===== config.mk =====
export PLATFORM = sky130hd
export DESIGN_NAME = hazard_control_unit
export DESIGN_NICKNAME = d
export VERILOG_FILES = /design/src/rtl/hazard_pkg.sv /design/src/rtl/hazard_sat_counter.sv /design/src/rtl/hazard_control_unit.sv
export SDC_FILE = /design/constraint.sdc
export NUM_CORES = 1
export LEC_CHECK = 0
export ABC_AREA = 1
export BUFFER_PORTS_ARGS = -buffer_cell sky130_fd_sc_hd__clkbuf_2
export CAP_MARGIN = 30
export CORE_MARGIN = 2
export CORE_UTILIZATION = 53
export DETAILED_ROUTE_END_ITERATION = 6
export GPL_TIMING_DRIVEN = 1
export PLACE_DENSITY = 0.82
export SETUP_SLACK_MARGIN = 0.3
export SYNTH_ARGS = -nofsm -noshare
export SYNTH_HDL_FRONTEND = slang
export SYNTH_SLANG_ARGS = --single-unit
export TNS_END_PERCENT = 1

===== constraint.sdc =====
create_clock -name clk -period 2.27 [get_ports clk]
set_clock_uncertainty 0.15 [all_clocks]
set_input_delay 0.5675 -clock clk [delete_from_list [all_inputs] [get_ports clk]]
set_output_delay 0.5675 -clock clk [all_outputs]
set_load 0.05 [all_outputs]

===== src/rtl/hazard_pkg.sv =====
// Shared types and constants for the pipeline hazard controller.
package hazard_pkg;

  localparam int unsigned RegAddrWDefault = 5;
  localparam int unsigned RemW            = 3;

  typedef enum logic [0:0] {
    StIdle,
    StLoadStall
  } hazard_state_e;

  typedef struct packed {
    logic pc_write;
    logic if_id_write;
    logic id_ex_bubble;
    logic if_id_flush;
    logic pipe_freeze;
  } hazard_ctrl_t;

  localparam hazard_ctrl_t CtrlNormal = '{1'b1, 1'b1, 1'b0, 1'b0, 1'b0};
  localparam hazard_ctrl_t CtrlFreeze = '{1'b0, 1'b0, 1'b0, 1'b0, 1'b1};
  localparam hazard_ctrl_t CtrlFlush  = '{1'b1, 1'b1, 1'b1, 1'b1, 1'b0};
  localparam hazard_ctrl_t CtrlStall  = '{1'b0, 1'b0, 1'b1, 1'b0, 1'b0};

endpackage


===== src/rtl/hazard_sat_counter.sv =====
// Saturating event counter with synchronous active-high clear.
module hazard_sat_counter #(
  parameter int unsigned CNT_W = 16
) (
  input  logic             clk,
  input  logic             reset,
  input  logic             inc,
  output logic [CNT_W-1:0] count
);

  logic [CNT_W-1:0] cnt_q, cnt_d;

  always_comb begin
    cnt_d = cnt_q;
    if (inc && (cnt_q != '1)) begin
      cnt_d = cnt_q + CNT_W'(1);
    end
  end

  always_ff @(posedge clk) begin
    if (reset) begin
      cnt_q <= '0;
    end else begin
      cnt_q <= cnt_d;
    end
  end

  assign count = cnt_q;

endmodule


===== src/rtl/hazard_control_unit.sv =====
// Load-use / branch-flush / memory-busy hazard controller for the 5-stage pipeline,
// with saturating stall and flush counters.
module hazard_control_unit
  import hazard_pkg::*;
#(
  parameter int unsigned REG_ADDR_W        = RegAddrWDefault,
  parameter int unsigned LOAD_STALL_CYCLES = 1,
  parameter int unsigned CNT_W             = 16
) (
  input  logic                  clk,
  input  logic                  reset,
  input  logic                  id_ex_mem_read,
  input  logic [REG_ADDR_W-1:0] id_ex_rd,
  input  logic [REG_ADDR_W-1:0] if_id_rs1,
  input  logic [REG_ADDR_W-1:0] if_id_rs2,
  input  logic                  if_id_rs1_used,
  input  logic                  if_id_rs2_used,
  input  logic                  ex_branch_taken,
  input  logic                  mem_busy,
  output logic                  pc_write,
  output logic                  if_id_write,
  output logic                  id_ex_bubble,
  output logic                  if_id_flush,
  output logic                  pipe_freeze,
  output logic [CNT_W-1:0]      stall_cnt,
  output logic [CNT_W-1:0]      flush_cnt
);

  // The first bubble is issued from StIdle, so the FSM only covers the remainder.
  localparam logic [RemW-1:0] StallRem = RemW'(LOAD_STALL_CYCLES - 1);

  hazard_state_e   state_q, state_d;
  logic [RemW-1:0] rem_q, rem_d;
  hazard_ctrl_t    ctrl;
  logic            load_use;
  logic            stall_inc;
  logic            flush_inc;

  assign load_use = id_ex_mem_read && (id_ex_rd != '0) &&
                    ((if_id_rs1_used && (id_ex_rd == if_id_rs1)) ||
                     (if_id_rs2_used && (id_ex_rd == if_id_rs2)));

  always_comb begin
    state_d = state_q;
    rem_d   = rem_q;
    ctrl    = CtrlNormal;
    if (reset) begin
      ctrl = CtrlNormal;
    end else if (mem_busy) begin
      ctrl = CtrlFreeze;
    end else if (ex_branch_taken) begin
      // The dependent instruction is on the wrong path, so any pending stall is void.
      ctrl    = CtrlFlush;
      state_d = StIdle;
      rem_d   = '0;
    end else if (state_q == StLoadStall) begin
      ctrl  = CtrlStall;
      rem_d = rem_q - RemW'(1);
      if (rem_q <= RemW'(1)) begin
        state_d = StIdle;
        rem_d   = '0;
      end
    end else if (load_use) begin
      ctrl = CtrlStall;
      if (LOAD_STALL_CYCLES > 1) begin
        state_d = StLoadStall;
        rem_d   = StallRem;
      end
    end
  end

  always_ff @(posedge clk) begin
    if (reset) begin
      state_q <= StIdle;
      rem_q   <= '0;
    end else begin
      state_q <= state_d;
      rem_q   <= rem_d;
    end
  end

  assign pc_write     = ctrl.pc_write;
  assign if_id_write  = ctrl.if_id_write;
  assign id_ex_bubble = ctrl.id_ex_bubble;
  assign if_id_flush  = ctrl.if_id_flush;
  assign pipe_freeze  = ctrl.pipe_freeze;

  assign stall_inc = !ctrl.pc_write;
  assign flush_inc = !reset && !mem_busy && ex_branch_taken;

  hazard_sat_counter #(
    .CNT_W(CNT_W)
  ) u_stall_cnt (
    .clk  (clk),
    .reset(reset),
    .inc  (stall_inc),
    .count(stall_cnt)
  );

  hazard_sat_counter #(
    .CNT_W(CNT_W)
  ) u_flush_cnt (
    .clk  (clk),
    .reset(reset),
    .inc  (flush_inc),
    .count(flush_cnt)
  );

endmodule


==> impl_metrics.json <==
{
  "status": "finished with violations",
  "violations": "negative setup slack",
  "tightest_slew_ns": 0.435,
  "maxCapViolCount": 0,
  "post_dp_cell_area_um2": 2610,
  "core_um2": 4000,
  "min_period_ns": 2.45,
  "clk_pin_slew_ns": 0.07,
  "crit_arrival_ns": 1.73,
  "crit_path_top_delay_cell": "clkbuf_16",
  "cts_setup_buffers": 0,
  "path_cells": "clkbuf_8 > nand2_1 > nand2_2 > nor2_2 > nand3_1 > nand2_1 > nand2_1 > nand2_1 > nand2_1 > nand2_2 > clkinvlp_4 > clkbuf_16",
  "syn-num-nets": 365,
  "port_buffers": 58,
  "seq_area_frac_synth_pct": 32.8,
  "max_stage_delay_ns": 0.19,
  "fmax_ghz": 0.408,
  "synth_top_area_share_pct": 32.8,
  "synth_top_family_by_area": "simple AND/OR/NAND/NOR gates",
  "rsz0062_at_grt": "yes",
  "yosysTopAreaCell": "dfxtp_1",
  "hold_class": "reg -> reg",
  "grt_use_met1_pct": 30.5,
  "grt_pass1_vias": 2109,
  "synth_fa_ha_area_share_pct": 2.28,
  "drt_iter0_markers": 168,
  "avgSynthCellArea_um2": 6.48,
  "mostFrequentLayoutCells": "nand2_1 (63), clkbuf_2 (46), inv_1 (39)",
  "synth.area.top_cells": "dfxtp_1 (33%), nand2_1 (15%), inv_1 (8.0%)",
  "final_common_cell": "nand2_1",
  "critPathLaunchType": "input pin",
  "fill_cells": 284,
  "drt_drc_violations_left": 0,
  "ir_drop_mv": 0.287,
  "crit_type": "in -> out",
  "cts_tree": "yes",
  "nets": 429,
  "start_util_pct": 54.9,
  "clock_sinks": 36,
  "routed_via_density": 5.23,
  "insertion_delay_ns": 0.29,
  "hold_buffers": 0,
  "syn_to_final_growth_pct": 40.0,
  "setup_viol": 3,
  "num_antenna_cells": 0,
  "ios": 59,
  "use_met3_pct": 7.07,
  "drt_wl_total_mm": 5.97,
  "stdcell_area_um2": 3080,
  "die_height_um": 68.4,
  "h-tree-depth": 2,
  "syn_area_um2": 2200,
  "cts-root-buf": "clkbuf_8",
  "power_density_nw_per_um2": 431,
  "vias": 2375,
  "hpwl_mm": 3.95,
  "finalWorstSetupSlack_ns": -0.182,
  "worstSetupEndpointType": "output port",
  "fp.dieW_um": 68.4,
  "synth-simple-area-share_pct": 38.0,
  "path_common_cell": "nand2_1",
  "hold_violations": 0,
  "antenna_left": 0,
  "antenna_found_initial": 0,
  "avgRoutedWirePerCell_um": 13.1,
  "gp_congestion": 0.862,
  "synthCells": 339,
  "track_usage_pct": 25.8,
  "synthXorXnorAreaFrac_pct": 5.98,
  "grt_overflow": 0,
  "ys_seq_elements": 36,
  "yosysWarnings": 0,
  "dieArea_um2": 4680,
  "row_count": 23,
  "cts_buffers": 5,
  "use_met2_pct": 44.5,
  "grt_max_degree": 21,
  "relSlewSlack_pct": 70.7,
  "synthMuxAreaShare_pct": 0,
  "synth_compound_area_share_pct": 10.5,
  "dp_slack_ns": -0.214,
  "drt_pass1_iterations": 4,
  "slew_viol_final": 0,
  "synth_cell_type_count": 32,
  "fin_crit_sh_pct": 108,
  "crit_fanout": 3,
  "grt_pass1_wl_mm": 9.14,
  "cts_buffer_depth": 2,
  "p_leak_nw": 1.39,
  "drive_gt1_share_pct": 35.9,
  "grt-busiest-layer": "met2",
  "crit_required_ns": 1.55
}
-- synthesized netlist by cell type, drive strengths merged --
cell type,n
nor3b,1
nand3b,1
clkbuf,3
o21ai,13
or2,1
and3,2
nand4,9
nor3,12
nand2,89
o211ai,1
nand3,30
nor4,1
o21a,1
a21oi,29
xor2,11
buf,5
ha,4
a31oi,1
dfxtp,36
nor2,37
xnor2,4
inv,48
-- state kept, by name, indices dropped and copies added (netlist names) --
register and cells:
u_stall_cnt.count 16, u_flush_cnt.count 16, rem_q 3, state_q 1
-- repair_timing --
item	4_1_cts	5_1_grt
pin swaps	16	47
gates cloned	0	0
endpoints found under the setup margin	18	25
gates resized for setup	30	64
-- power breakdown --
group          switching, W  total (W)  internal (W)
Sequential       0.00000842   0.000645      0.000637
Clock              0.000241   0.000455      0.000214
Combinational      0.000137   0.000225     0.0000877
-- worst max-delay path: cells and delay by family --
kind                   cells  cell delay (ns)
and+or+nand+nor            9             0.72
buffers and inverters      3             0.45
-- cell type report --
class	instances	area, µm²	area share [%]
clock buffers	5	68.8	2.24
multi-input cells	247	1480	47.9
well taps	50	62.6	2.03
flip-flops and latches	36	737	24.0
clock inverters	3	18.8	0.610
repair buffers	65	493	16.0
inverters	48	221	7.20
-- logic make-up after synthesis --
family,Yosys count
simple gates,183
xor+xnor,15
fa+ha+maj,4
compound gates,45
buf+inv,56
flops,36
-- through the flow --
step                      hold WS [ns]  TNS (ns)  total power, W  utilization (%)  instances
after global placement           0.296    -0.580        0.000827             65.3        446
final                            0.322    -0.396         0.00133             76.9        454
after global routing             0.338    -0.692         0.00138             76.9        454
after CTS                        0.320    -0.261         0.00132             71.6        454
after floorplan                  0.280     -1.12        0.000777                -        339
after detailed placement         0.304    -0.582        0.000831             65.3        446
-- worst paths after layout --
path	startpoint	to	slack, ns	depth (start not counted)
worst max-delay path	id_ex_rd[0]	pc_write	-0.18	12
worst min-delay path	state_q	state_q	0.32	2
worst max register to register	u_stall_cnt.count[1]	u_stall_cnt.count[9]	0.25	9
worst min register to register	state_q	state_q	0.32	2
-- metal layers --
metal / part of all wire (%) / wire, µm
met1: 42 / 2490
met2: 52 / 3100
met3: 5.4 / 324
met4: 0.94 / 56
met5: 0 / 0
(Power assumes the default switching activity.)
